## config.mk

```make
export PLATFORM = sky130hd
export DESIGN_NAME = nn_calc_sequencer
export DESIGN_NICKNAME = d
export VERILOG_FILES = /design/src/rtl/nn_calc_sequencer.sv
export SDC_FILE = /design/constraint.sdc
export NUM_CORES = 1
export LEC_CHECK = 0
export ABC_AREA = 1
export CAP_MARGIN = 40
export CORE_UTILIZATION = 55
export CTS_BUF_LIST = sky130_fd_sc_hd__clkbuf_2 sky130_fd_sc_hd__clkbuf_4 sky130_fd_sc_hd__clkbuf_8
export DETAILED_ROUTE_END_ITERATION = 10
export GPL_TIMING_DRIVEN = 0
export PLACE_DENSITY = 0.78
export SLEW_MARGIN = 40
export SYNTH_ARGS = -nofsm -noshare
export SYNTH_HDL_FRONTEND = slang
export SYNTH_SLANG_ARGS = --single-unit
```

## constraint.sdc

```tcl
create_clock -name clk -period 7.4 [get_ports clk]
set_input_delay 1.48 -clock clk [delete_from_list [all_inputs] [get_ports clk]]
set_output_delay 1.48 -clock clk [all_outputs]
set_load 0.05 [all_outputs]
```

## src/rtl/nn_calc_sequencer.sv

```systemverilog
// Fully-connected layer sequencer: streams pixel/weight reads, MACs, saturates, stores one result per neuron.
// Build option: define NN_SEQ_RELU_EN to clamp negative stored results to zero.
module nn_calc_sequencer #(
  parameter int N_INPUTS  = 784,
  parameter int N_OUTPUTS = 10,
  parameter int PIX_AW    = 11,
  parameter int WGT_AW    = 13,
  parameter int ACC_W     = 26
) (
  input  logic              clk,
  input  logic              n_rst,
  input  logic              start_calc_i,
  input  logic              clear_i,
  output logic              pixel_rd_en_o,
  output logic [PIX_AW-1:0] pixel_rd_addr_o,
  input  logic [7:0]        pixel_rd_data_i,
  output logic              weight_rd_en_o,
  output logic [WGT_AW-1:0] weight_rd_addr_o,
  input  logic [7:0]        weight_rd_data_i,
  output logic              result_wr_en_o,
  output logic [3:0]        result_wr_addr_o,
  output logic [16:0]       result_wr_data_o,
  output logic              busy_o,
  output logic              done_calc_o,
  output logic              overflow_o
);

  localparam logic [2:0] S_IDLE  = 3'd0;
  localparam logic [2:0] S_CLR   = 3'd1;
  localparam logic [2:0] S_RUN   = 3'd2;
  localparam logic [2:0] S_DRAIN = 3'd3;
  localparam logic [2:0] S_STORE = 3'd4;
  localparam logic [2:0] S_DONE  = 3'd5;

  localparam logic [PIX_AW-1:0]       LAST_IN  = PIX_AW'(N_INPUTS - 1);
  localparam logic [3:0]              LAST_OUT = 4'(N_OUTPUTS - 1);
  localparam logic signed [ACC_W-1:0] SAT_MAX  = ACC_W'(65535);
  localparam logic signed [ACC_W-1:0] SAT_MIN  = -ACC_W'(65536);

  logic [2:0]              state_q, state_d;
  logic                    start_q;
  logic [PIX_AW-1:0]       in_idx_q, in_idx_d;
  logic [WGT_AW-1:0]       w_idx_q, w_idx_d;
  logic [3:0]              out_idx_q, out_idx_d;
  logic signed [ACC_W-1:0] acc_q, acc_d;
  logic                    acc_en_q, acc_en_d;
  logic                    overflow_q, overflow_d;

  logic                    start_rise;
  logic signed [16:0]      prod;
  logic signed [ACC_W-1:0] prod_ext;
  logic                    sat_hi, sat_lo;
  logic [16:0]             sat_val;

  assign start_rise = start_calc_i & ~start_q;

  // Pixel is unsigned, so a zero MSB is prepended before the signed multiply.
  assign prod     = $signed({1'b0, pixel_rd_data_i}) * $signed(weight_rd_data_i);
  assign prod_ext = $signed({{(ACC_W-17){prod[16]}}, prod});

  assign sat_hi  = acc_q > SAT_MAX;
  assign sat_lo  = acc_q < SAT_MIN;
  assign sat_val = sat_hi ? 17'h0FFFF : (sat_lo ? 17'h10000 : acc_q[16:0]);

  always_comb begin
    state_d    = state_q;
    in_idx_d   = in_idx_q;
    w_idx_d    = w_idx_q;
    out_idx_d  = out_idx_q;
    acc_d      = acc_q;
    overflow_d = overflow_q;
    // Read data lands one cycle after each RUN cycle, so accumulation trails RUN by one.
    acc_en_d   = (state_q == S_RUN);
    if (acc_en_q) acc_d = acc_q + prod_ext;

    case (state_q)
      S_IDLE, S_DONE: begin
        if (start_rise) begin
          state_d    = S_CLR;
          overflow_d = 1'b0;
          w_idx_d    = '0;
          out_idx_d  = '0;
        end
      end
      S_CLR: begin
        acc_d    = '0;
        in_idx_d = '0;
        state_d  = S_RUN;
      end
      S_RUN: begin
        in_idx_d = in_idx_q + PIX_AW'(1);
        w_idx_d  = w_idx_q + WGT_AW'(1);
        if (in_idx_q == LAST_IN) state_d = S_DRAIN;
      end
      S_DRAIN: state_d = S_STORE;
      S_STORE: begin
        if (sat_hi || sat_lo) overflow_d = 1'b1;
        if (out_idx_q == LAST_OUT) begin
          state_d = S_DONE;
        end else begin
          out_idx_d = out_idx_q + 4'd1;
          state_d   = S_CLR;
        end
      end
      default: state_d = S_IDLE;
    endcase

    if (clear_i) begin
      state_d    = S_IDLE;
      overflow_d = 1'b0;
      acc_en_d   = 1'b0;
      in_idx_d   = '0;
      w_idx_d    = '0;
      out_idx_d  = '0;
    end
  end

  always_ff @(posedge clk or negedge n_rst) begin
    if (!n_rst) begin
      state_q    <= S_IDLE;
      start_q    <= 1'b0;
      in_idx_q   <= '0;
      w_idx_q    <= '0;
      out_idx_q  <= '0;
      acc_q      <= '0;
      acc_en_q   <= 1'b0;
      overflow_q <= 1'b0;
    end else begin
      state_q    <= state_d;
      start_q    <= start_calc_i;
      in_idx_q   <= in_idx_d;
      w_idx_q    <= w_idx_d;
      out_idx_q  <= out_idx_d;
      acc_q      <= acc_d;
      acc_en_q   <= acc_en_d;
      overflow_q <= overflow_d;
    end
  end

  assign pixel_rd_en_o    = (state_q == S_RUN);
  assign weight_rd_en_o   = (state_q == S_RUN);
  assign pixel_rd_addr_o  = in_idx_q;
  assign weight_rd_addr_o = w_idx_q;
  assign result_wr_en_o   = (state_q == S_STORE);
  assign result_wr_addr_o = out_idx_q;

`ifdef NN_SEQ_RELU_EN
  assign result_wr_data_o = sat_val[16] ? 17'h0 : sat_val;
`else
  assign result_wr_data_o = sat_val;
`endif

  assign busy_o      = (state_q == S_CLR) || (state_q == S_RUN) ||
                       (state_q == S_DRAIN) || (state_q == S_STORE);
  assign done_calc_o = (state_q == S_DONE);
  assign overflow_o  = overflow_q;

endmodule

```

==> metrics.txt <==
Yosys cell types=42; via count=5954; nets=1173; Synth Flop Type=dfrtp_1; Worst path max stage delay=0.87 ns; antenna violations before repair=0; crit-path most repeated cell=nand2_1; Least-Margin Pin Slew=0.637 ns; num ports=71; CTS clock-pin slew for the worst setup and hold paths=0.06 ns; Worst Reg-to-Reg Cells=22; number of clock sinks=60; Synth warnings=0; CTS tree=yes; die width=114 um; Worst-Skew Late Latency=0.35 ns; clk buf depth=2; clock share of power=11.7%; pwr dens=398 nW/um2; critical path depth in cells=21; worst hold margin=0.546 ns; Die H=114 um; first-pass GRT wire length=26600 um; gr usage total=25.5%; Crit-path slowest cell=clkdlybuf4s50_1; synthesized flop and latch total=60; pre-CTS WS=0.0824 ns; sequential cell area fraction in the yosys report=21.8%; CP startpoint=weight_rd_data_i[7]; Final Skew=0.0147 ns; drt drc=0; final hold vios=0; Starting DRT DRC Count=308; async set or reset register ratio after synthesis=100%; # diodes=0; Crit Path Category=input port to flop; area grow syn2layout=14.9%; outcome=finished, final reports clean; Buf/Inv on CP=4; Cell Int Power=0.00140 W; DR pass1 iterations=5; reg2reg end=acc_q[20]$_DFFE_PN0P_; row count=40; Worst setup SP type=input port; number of global-route vias before repair=5828; Initial Util=56.8%; setup TNS=0 ns; Synth Area in Adders=30.8%; crit path DAT=7.22 ns; Synth Area in XOR/XNOR=0.764%; CP top delay family=adder cells; Port Buffers=55; Tmin final=7.00 ns; VDD IR max=0.285 mV; Resized cells post-CTS=0; die area=13000 um2; area leader, netlist=dfrtp_1; Core Area=12100 um2; Hold Crit Class=flop to flop; Mapped Cells=947; crit-path max FO=12; synth cell count leaders=nand2_1, inv_1, ha_1, dfrtp_1, a21oi_1; maximum clock frequency=0.143 GHz; count of pins over their slew limit=0; Post-synth EDFFs=0; Num CTS Buffers=9; share of cells above drive strength 1=5.40%; sequential power share=13.7%; clk root buf=clkbuf_8; # hold bufs at CTS=0; dpl hpwl=12600 um; WL per Instance=12.8 um; Req. time, crit path=7.62 ns; unrepaired setup endpoints after global routing=false; crit path cell chain=clkdlybuf4s50_1, clkinv_1, or2_2, fa_1, fa_1, inv_1, fa_1, fa_1, fa_1, ha_1, nand2_1, nand2_1, inv_1, nand2_1, nand2_1, nand2_1, nand3_1, nand2_1, nand2_1, nand3_1, nand2_1; R2R Path Start=acc_q[4]$_DFFE_PN0P_; Syn Area/Cell=7.27 um2; main combinational cell family by area after synthesis=adder cells; H-tree depth=3; total wire length=15200 um; Worst Setup EP=acc_q[20]$_DFFE_PN0P_; largest net degree at the start of global routing=32; post-synthesis simple-gate area fraction=24.7%; period utilization=94.6%; Final setup viols=0; Leak=4.38 nW; gpl congestion=0.911; Psw=0.00174 W; Fillers=1109; max cap viols=0; post-DR vias/cell=5.02; syn nets=1106; Sw Share=55.4%; CP Capture Type=flop; cell area after synthesis=6880 um2; top post-synthesis cells by area=dfrtp_1, ha_1, fa_1; proportion of synthesized area in mux cells=0%; ANT nets after route=0; FF-to-FF setup slack=2.99 ns; setup ws final=0.401 ns; cell with the most instances after synthesis=nand2_1; Comb power frac=74.6%; Design Power=0.00314 W; Slew headroom=57.5%; Synth Area in Compound Gates=9.22%; Overflow after GRT=0; Post-CTS Setup Bufs=0; Synth top area share=21.8%
[state kept, by name (all words and copies together), names as in the netlist]
| signal | flops |
|---|---|
| acc_q | 26 |
| state_q | 3 |
| start_q | 1 |
| overflow_o | 1 |
| result_wr_addr_o | 4 |
| acc_en_q | 1 |
| weight_rd_addr_o | 13 |
| pixel_rd_addr_o | 11 |
[worst min path at each step]
stage / start / end / slack [ns] / cells after the start
CTS: overflow_o$_DFFE_PN0P_ / overflow_o$_DFFE_PN0P_ / 0.55 / 2
finish: overflow_o$_DFFE_PN0P_ / overflow_o$_DFFE_PN0P_ / 0.55 / 2
global route: acc_q[21]$_DFFE_PN0P_ / acc_q[21]$_DFFE_PN0P_ / 0.58 / 2
detailed placement: overflow_o$_DFFE_PN0P_ / overflow_o$_DFFE_PN0P_ / 0.51 / 2
global placement: overflow_o$_DFFE_PN0P_ / overflow_o$_DFFE_PN0P_ / 0.48 / 2
floorplan: acc_q[23]$_DFFE_PN0P_ / acc_q[23]$_DFFE_PN0P_ / 0.47 / 2
[layout make-up]
class / instances / area [um2] / share of cell area, %
Timing Repair Buffer: 56 / 568 / 7.19
Clock buffer: 10 / 131 / 1.66
Sequential cell: 60 / 1500 / 19.0
Buffer: 24 / 110 / 1.39
Clock inverter: 6 / 113 / 1.42
Tap cell: 168 / 210 / 2.66
Multi-Input combinational cell: 660 / 4510 / 57.0
Inverter: 203 / 764 / 9.67
[kinds of logic (layout without fill, tap and decap cells)]
family | count (synthesis) | in the layout
XOR/XNOR | 6 | 6
AND/OR/NAND/NOR | 398 | 398
flip-flops | 60 | 60
AO/OA/AOI/OAI | 117 | 117
adder cells (fa/ha/maj) | 139 | 139
buffers and inverters | 227 | 299
[worst register-to-register path, stage by stage (launching register included)]
cell     delay, ns
dfrtp_1       0.33
inv_1         0.09
fa_1          0.55
inv_1         0.05
fa_1          0.46
ha_1          0.29
inv_1         0.05
fa_1          0.53
inv_1         0.04
ha_1          0.27
ha_1          0.23
inv_1         0.07
fa_1          0.40
inv_1         0.07
nand3_1       0.11
nand2_1       0.18
nand2_1       0.07
nand2_1       0.14
nand3_1       0.12
nand2_1       0.08
nand2_1       0.04
nand3_1       0.09
nand2_1       0.06
[routing by layer]
| layer | up-vias | GRT usage [%] | wire length [um] |
|---|---|---|---|
| met2 | 117 | 43.6 | 7270 |
| li1 | 3066 | - | - |
| met4 | 0 | 6.23 | 248 |
| met5 | - | 0 | 0 |
| met3 | 24 | 2.39 | 463 |
| met1 | 2747 | 35.1 | 7180 |
[power by group through the flow]
stage / Clock [W] / Sequential (W) / Combinational [W]
5_1_grt: 0.000390 / 0.000439 / 0.00263
2_1_floorplan: 0 / 0.000445 / 0.00170
3_3_place_gp: 0 / 0.000434 / 0.00230
6_report: 0.000367 / 0.000431 / 0.00234
4_1_cts: 0.000371 / 0.000431 / 0.00235
3_5_place_dp: 0 / 0.000437 / 0.00233
[layout by cell type (no fill, tap or decap), drive strengths merged, types with 2 or more instances in the layout]
cell type | netlist | final
xnor2 | 3 | 3
o22ai | 7 | 7
fa | 51 | 51
clkdlybuf4s50 | 0 | 54
buf | 7 | 9
nor3 | 9 | 9
ha | 88 | 88
nand3 | 48 | 48
nand2 | 268 | 268
or2 | 3 | 3
dfrtp | 60 | 60
o21bai | 3 | 3
and2 | 2 | 2
clkbuf | 17 | 27
bufinv | 0 | 3
xor2 | 3 | 3
a21oi | 55 | 55
o21a | 2 | 2
clkinv | 1 | 4
nand3b | 6 | 6
inv | 202 | 202
nor2 | 56 | 56
nand4 | 4 | 4
o21ai | 45 | 45
[stage by stage]
step                area (um2)  util, %  std cells
global placement          7640     63.1       1170
CTS                       7900     65.3       1187
floorplan                 6880        -        947
global route              7900     65.3       1187
detailed placement        7660     63.2       1171
finish                    7900     65.3       1187
Power figures use the tool's default switching activity.
